File: src/rtl/serial_frame_rx.sv
// Serial frame receiver: start bit, WIDTH data bits LSB first, parity bit, stop bit.
// One bit is sampled per clock; the results are registered on the stop-bit edge.
`timescale 1ns/1ps
module serial_frame_rx #(
  parameter int unsigned WIDTH      = 8,
  parameter bit          ODD_PARITY = 1'b0
) (
  input  logic             clk,
  input  logic             rst,
  input  logic             din,
  output logic [WIDTH-1:0] dout,
  output logic             valid,
  output logic             perr,
  output logic             ferr,
  output logic             busy,
  output logic [7:0]       frame_cnt
);

  localparam int unsigned CW = $clog2(WIDTH);

  typedef enum logic [1:0] {IDLE, DATA, PARITY, STOP} state_t;

  state_t           state;
  logic [CW-1:0]    bit_cnt;
  logic [WIDTH-1:0] shreg;
  logic             par_bit;

  always_ff @(posedge clk or posedge rst) begin
    if (rst) begin
      state     <= IDLE;
      bit_cnt   <= '0;
      shreg     <= '0;
      par_bit   <= 1'b0;
      dout      <= '0;
      valid     <= 1'b0;
      perr      <= 1'b0;
      ferr      <= 1'b0;
      busy      <= 1'b0;
      frame_cnt <= '0;
    end else begin
      valid <= 1'b0;
      perr  <= 1'b0;
      ferr  <= 1'b0;
      case (state)
        IDLE: begin
          if (!din) begin
            state   <= DATA;
            bit_cnt <= '0;
            busy    <= 1'b1;
          end
        end
        DATA: begin
          shreg[bit_cnt] <= din;
          bit_cnt        <= bit_cnt + 1'b1;
          if (bit_cnt == CW'(WIDTH - 1)) state <= PARITY;
        end
        PARITY: begin
          par_bit <= din;
          state   <= STOP;
        end
        STOP: begin
          // Always return to IDLE; a low stop bit is never reused as a start bit.
          state <= IDLE;
          busy  <= 1'b0;
          if (din) begin
            dout      <= shreg;
            valid     <= 1'b1;
            perr      <= ((^shreg) ^ par_bit) != ODD_PARITY;
            frame_cnt <= frame_cnt + 8'd1;
          end else begin
            ferr <= 1'b1;
          end
        end
        default: begin
          state <= IDLE;
          busy  <= 1'b0;
        end
      endcase
    end
  end

endmodule

File: config.mk
export PLATFORM = sky130hd
export DESIGN_NAME = serial_frame_rx
export DESIGN_NICKNAME = d
export VERILOG_FILES = /design/src/rtl/serial_frame_rx.sv
export SDC_FILE = /design/constraint.sdc
export NUM_CORES = 1
export LEC_CHECK = 0
export BUFFER_PORTS_ARGS = -buffer_cell sky130_fd_sc_hd__buf_2
export CORE_MARGIN = 2
export CORE_UTILIZATION = 25
export CTS_BUF_LIST = sky130_fd_sc_hd__clkbuf_8
export CTS_CLUSTER_SIZE = 10
export DETAILED_ROUTE_END_ITERATION = 7
export GPL_ROUTABILITY_DRIVEN = 0
export PLACE_DENSITY = 0.4
export SKIP_LAST_GASP = 1
export SYNTH_ARGS = -nofsm -noshare
export SYNTH_HDL_FRONTEND = slang
export SYNTH_SLANG_ARGS = --single-unit
File: constraint.sdc
create_clock -name clk -period 2.8 [get_ports clk]
set_clock_uncertainty 0.2 [all_clocks]
set_input_delay 0.28 -clock clk [delete_from_list [all_inputs] [get_ports clk]]
set_output_delay 0.28 -clock clk [all_outputs]
set_load 0.01 [all_outputs]
==> metrics.yaml, run 1 <==
sta:
  rsz0062_at_grt: "no"
  relSlewSlack: 0.7038
  setup_tns_ps: 0
  final_hold_viol_count: 0
  finalMaxSlewViolations: 0
  worstMarginPinSlew_ps: 444.3
  fmax_mhz: 510.9
  setup_violations: 0
  period_share: 0.6990
  min_period_ps: 1957
  hold_slack_ps: 158.0
clock_tree:
  cts.sinks: 34
  cts_root_buffer: "clkbuf_8"
  cts_buffer_depth: 2
  cts_tree: "yes"
  cts_max_level: 2
  clk_pin_slew_ps: 70
  post_cts_buffers: 0
  insertion_delay_ps: 270
  cts_made_buffers: 5
critical_path:
  critical_path_class: "reg -> reg"
  crit_chain: "inv_1 -> ha_1 -> nand2b_1 -> nor3b_1 -> mux2_2"
  critPathBufInv: 1
  cp.required_ps: 2760
  rr_worst_depth: 5
  critPathSlowestCell: "dfrtp_1"
  cp_num_cells: 5
  path_delay_family: "simple AND/OR/NAND/NOR gates"
  arrival_ps: 1920
  worstSetupEndpointType: "flop"
  critPathMaxStageDelay_ps: 410
  start_kind: "flop"
  critPathMaxFanout: 10
floorplanning:
  dieArea_mm2: 0.006852
  start_util: 0.2605
  die_height_um: 82.78
  core_area_mm2: 0.005956
  rows: 28
  io_pins: 23
  fp.dieW_um: 82.78
yosys:
  netlist_top_cells_count: "nand2_1 (35), dfrtp_1 (34), xnor2_1 (9)"
  synth_seq_cells: 34
  ys_warn_count: 0
  syn-mean-instance-area_um2: 11.41
  synth_fa_ha_area_frac: 0.05645
  synth_compound_area_frac: 0.03548
  ys.flop_type: "dfrtp_1"
  ys_seq_area_frac: 0.5484
  synth_cells: 136
  ys_async_sr_fraction: 1.000
  synth_cell_types: 28
  yosysTopAreaCellShare: 0.5484
  syn_nets: 146
  synthXorXnorAreaFrac: 0.08548
  yosysMostFrequentCell: "nand2_1"
  synth_top_family_by_area: "simple AND/OR/NAND/NOR gates"
  yosys.area_share.simple: 0.1694
  yosysTopAreaCell: "dfrtp_1"
  synthMuxAreaShare: 0.07903
  synthesis.area_mm2: 0.001551
  synth_enable_flop_cells: 0
  ys_top_cells_by_area: "dfrtp_1 (55%), nand2_1 (8.5%), ha_1 (5.6%)"
route:
  wire_per_inst_um: 12.78
  detail-route-antenna-nets: 0
  viasPerCell: 4.428
  dr_wl_met2_mm: 1.397
  wl_met1_mm: 1.442
  drc: 0
  drtPass1Iterations: 4
  top_layer_used: "met4"
  wl_mm: 3.016
  met3_length_um: 132
  dr_total_vias: 1045
  drtIter0Drc: 59
global_routing:
  grt_max_degree: 35
  grt.total_usage: 0.1041
  grt_pass1_wl_mm: 5.181
  grt-ovfl-total: 0
  grt_pass1_vias: 1099
  antenna_found_initial: 0
job:
  maxCapViolCount: 0
layout:
  antenna_cells: 0
  seq_area_um2: 850.8
  drive_gt1_frac: 0.2298
  final_nets: 171
  area.growth.synth_to_final_pct: 17.74
  fillers: 635
  multi_input_area_um2: 660.6
power:
  clkPwrFrac: 0.174
  p_leak_nw: 0.9295
  combinationalPowerShare: 0.386
  irDropWorstVdd_uv: 368.7
  power_frac_seq: 0.440
  p_switching_w: 0.0006782
  p_per_area_mw_per_mm2: 1042
  swShare: 0.3563
  p_int_w: 0.001225
place:
  dp_hpwl_mm: 2.172
  portBuffers: 22
hold_path:
  min_path_type: "in -> reg"
  min_path_cells: 2
outcome:
  run_status: "completed"
==> worst register-to-register path, delay by kind of cell, from the launching register on <==
| kind | cells | cell delay [ps] |
|---|---|---|
| multiplexers | 1 | 370 |
| buffers and inverters | 1 | 100 |
| adder cells (fa/ha/maj) | 1 | 350 |
| AND/OR/NAND/NOR | 2 | 420 |
| flip-flops | 1 | 410 |
==> state kept, by name, summed over array words and instances, names as in the netlist <==
signal / flops
ferr: 1
bit_cnt: 3
dout: 8
valid: 1
frame_cnt: 8
perr: 1
state: 2
par_bit: 1
shreg: 8
busy: 1
==> cell usage in the layout, fill, tap and decap left out, drive strengths merged, types with 3 or more instances in the layout <==
| cell | instances |
|---|---|
| buf | 23 |
| inv | 4 |
| nand4 | 5 |
| dfrtp | 34 |
| ha | 7 |
| xnor2 | 9 |
| clkbuf | 5 |
| nand2 | 35 |
| mux2 | 10 |
| nor3b | 3 |
==> cells by family (layout without fill, tap and decap cells) <==
logic type	Yosys count	in the layout
AND/OR/NAND/NOR	55	55
flip-flops	34	34
XOR/XNOR	12	12
multiplexers	11	11
buffers and inverters	10	35
adder cells (fa/ha/maj)	7	7
AO/OA/AOI/OAI	7	7
==> routing by layer <==
metal	global-route usage	up-vias
met5	0	-
met4	0.04918	0
met3	0.03247	5
met2	0.1661	18
met1	0.1280	518
li1	-	504
==> metrics by stage <==
stage               total power (W)  cells    util  setup WS (ps)  area [µm²]
floorplan                  0.001372    136       -           1091        1551
global placement           0.001574    228  0.2918          950.4        1738
detailed placement         0.001601    228  0.2918          831.9        1738
CTS                        0.001948    236  0.3067          812.7        1827
global route               0.002077    236  0.3067          718.5        1827
finish                     0.001903    236  0.3067          842.7        1827
==> cell type report <==
type,instances,share of cell area
Clock buffer,5,0.03767
Clock inverter,2,0.005479
Inverter,4,0.008219
Multi-Input combinational cell,92,0.3616
Sequential cell,34,0.4658
Tap cell,75,0.05137
Timing Repair Buffer,24,0.06986
==> power groups by stage <==
| stage | Clock, W | Combinational (W) | Sequential [W] |
|---|---|---|---|
| final | 0.000331 | 0.000735 | 0.000837 |
| after global placement | 0 | 0.000733 | 0.000841 |
| after floorplan | 0 | 0.000531 | 0.000841 |
| after global routing | 0.000375 | 0.000836 | 0.000865 |
| after CTS | 0.000353 | 0.000756 | 0.000840 |
| after detailed placement | 0 | 0.000752 | 0.000849 |
==> final timing paths <==
| path | end | slack (ps) | from |
|---|---|---|---|
| min in group asynchronous | busy | 440 | rst |
| max in group asynchronous | state[1] | 1650 | rst |
| setup reg to reg | shreg[4] | 840 | state[1] |
| hold reg to reg | dout[6] | 270 | dout[6] |
| hold / removal | ferr | 160 | din |
| setup / recovery | shreg[4] | 840 | state[1] |
==> what timing repair did <==
item                      4_1_cts  5_1_grt
hold endpoints to repair       34        0
gates resized for setup         0        0
hold buffers                    1        0
(Power assumes the default switching activity.)
==> run 2, diff against run 1 <==
--- a/config.mk
+++ b/config.mk
@@ -12,7 +12,7 @@
 export CTS_CLUSTER_SIZE = 10
 export DETAILED_ROUTE_END_ITERATION = 7
 export GPL_ROUTABILITY_DRIVEN = 0
-export PLACE_DENSITY = 0.4
+export PLACE_DENSITY = 0.42
 export SKIP_LAST_GASP = 1
 export SYNTH_ARGS = -nofsm -noshare
 export SYNTH_HDL_FRONTEND = slang
==> constraint.sdc (replaced) <==
create_clock -name clk -period 1.6 [get_ports clk]
set_clock_uncertainty 0.2 [all_clocks]
set_input_delay 0.16 -clock clk [delete_from_list [all_inputs] [get_ports clk]]
set_output_delay 0.16 -clock clk [all_outputs]
set_load 0.01 [all_outputs]
==> metrics.yaml, run 2 (synthesis results as in run 1) <==
outcome:
  run_status: "completed"  # unchanged
route:
  drc: 0  # unchanged
  detail-route-antenna-nets: 0  # unchanged
  drtPass1Iterations: 4  # unchanged
  drtIter0Drc: 19  # was 59
  wl_mm: 2.981  # was 3.016 mm
  dr_total_vias: 1064  # was 1045
  viasPerCell: 4.273  # was 4.428
  wire_per_inst_um: 11.97  # was 12.78 µm
power:
  irDropWorstVdd_uv: 741.0  # was 368.7 µV
  p_per_area_mw_per_mm2: 1854  # was 1042 mW/mm²
  p_leak_nw: 1.010  # was 0.9295 nW
sta:
  relSlewSlack: 0.7067  # was 0.7038
  fmax_mhz: 638.5  # was 510.9 MHz
  setup_violations: 0  # unchanged
  worstMarginPinSlew_ps: 440.0  # was 444.3 ps
  finalMaxSlewViolations: 0  # unchanged
  worst_slack_ps: 33.76  # was 842.7 ps
  period_share: 0.9789  # was 0.6990
  final_hold_viol_count: 0  # unchanged
  rsz0062_at_grt: "yes"  # was no
  setup_tns_ps: 0  # unchanged
  min_period_ps: 1566  # was 1957 ps
clock_tree:
  cts_root_buffer: "clkbuf_8"  # unchanged
  clk_pin_slew_ps: 70  # about the same
  cts_tree: "yes"  # unchanged
  cts_max_level: 2  # unchanged
  cts_made_buffers: 5  # unchanged
  cts.sinks: 34  # unchanged
  cts_buffer_depth: 2  # unchanged
  insertion_delay_ps: 280  # was 270 ps
critical_path:
  worstSetupEndpointType: "flop"  # unchanged
  cp.required_ps: 1560  # was 2760 ps
  critPathMaxFanout: 6  # was 10
  critical_path_class: "reg -> reg"  # unchanged
  start_kind: "flop"  # unchanged
  arrival_ps: 1530  # was 1920 ps
layout:
  utilization: 0.3361  # was 0.3067
  layout_commonest_cell: "nand2_1"  # unchanged
  fin_area_mm2: 0.002002  # was 0.001827 mm²
  largestRegisters: "dout x8, frame_cnt x8, shreg x8"  # unchanged
  area.growth.synth_to_final_pct: 29.03  # was 17.74%
  antenna_cells: 0  # unchanged
  drive_gt1_frac: 0.3678  # was 0.2298
  final_nets: 183  # was 171
  final_cell_mix: "nand2_1 (34), dfrtp_1 (33), buf_2 (22), buf_4 (13), xnor2_1 (9)"  # was nand2_1 (35), dfrtp_1 (34), buf_2 (22), xnor2_1 (9), ha_1 (7)
floorplanning:
  fp.dieW_um: 82.78  # unchanged
  die_height_um: 82.78  # unchanged
  start_util: 0.2605  # unchanged
  dieArea_mm2: 0.006852  # unchanged
  core_area_mm2: 0.005956  # unchanged
  io_pins: 23  # unchanged
  rows: 28  # unchanged
place:
  placed_area_mm2: 0.001848  # was 0.001738 mm²
  dp_hpwl_mm: 2.162  # was 2.172 mm
  pre_cts_slack_ps: -59.73  # was 831.9 ps
  portBuffers: 22  # unchanged
global_routing:
  grt_max_degree: 35  # unchanged
  grt.total_usage: 0.1024  # was 0.1041
  grt_pass1_wl_mm: 5.223  # was 5.181 mm
  grt_pass1_vias: 1105  # was 1099
  grt-ovfl-total: 0  # unchanged
  antenna_found_initial: 0  # unchanged
job:
  maxCapViolCount: 0  # unchanged
hold_path:
  min_path_type: "in -> reg"  # unchanged
run 2: cell types whose count changed in the layout (fill, tap and decap cells not counted), moves of 2 or more:
cell	previous run	this run
ha_2	0	3
mux2_4	0	2
nor3_2	0	2
nor3b_2	0	2
nor3b_1	3	1
nor3_1	2	0
ha_1	7	3
buf_4	1	13
run 2: metal layers:
layer | global-route usage | wire length, µm
met1 | 0.1276 | 1438
met2 | 0.1629 | 1372
met3 | 0.03571 | 125
met4 | 0.03934 | 44
met5 | 0 | 0
run 2: what timing repair did:
item,CTS,global route
setup buffers,1,1
resized for setup,4,7
endpoints found under the hold margin,34,0
hold buffers,1,0
setup endpoints to repair,5,15
run 2: worst paths after layout:
check,start,to,slack [ps],cells past startpoint
setup / recovery,state[1],shreg[4],30,5
hold / removal,din,ferr,30,2
setup reg to reg,state[1],shreg[4],30,5
hold reg to reg,dout[1],dout[1],270,2
max in group asynchronous,rst,state[0],560,4
min in group asynchronous,rst,ferr,320,4
run 2: critical path, stage by stage (launching register included):
cell      delay (ps)
dfrtp_1          410
inv_2             90
ha_4             170
nand2b_4          80
nor3b_2          190
mux2_4           310
run 2: layout make-up:
| class | count | area (µm²) |
|---|---|---|
| Tap cell | 75 | 93.84 |
| Timing Repair Buffer | 36 | 217.7 |
| Inverter | 4 | 17.52 |
| Clock buffer | 6 | 82.58 |
| Sequential cell | 34 | 852.1 |
| Multi-Input combinational cell | 92 | 729.5 |
| Fill cell | 613 | 3954 |
| Clock inverter | 2 | 8.758 |
run 2: metrics by stage:
| stage | std cells | total power (W) | hold slack (ps) |
|---|---|---|---|
| 5_1_grt | 249 | 0.004036 | 47.63 |
| 4_1_cts | 248 | 0.003714 | 27.17 |
| 3_3_place_gp | 238 | 0.002931 | 74.40 |
| 2_1_floorplan | 136 | 0.002481 | 101.6 |
| 6_report | 249 | 0.003712 | 30.08 |
| 3_5_place_dp | 238 | 0.002998 | 84.91 |
run 2: report_power, final:
part           leakage, nW  switching, W  total, W  internal [W]
registers            0.434      0.000241   0.00142       0.00118
logic                0.523      0.000738   0.00165      0.000910
clock network       0.0524      0.000303  0.000644      0.000341
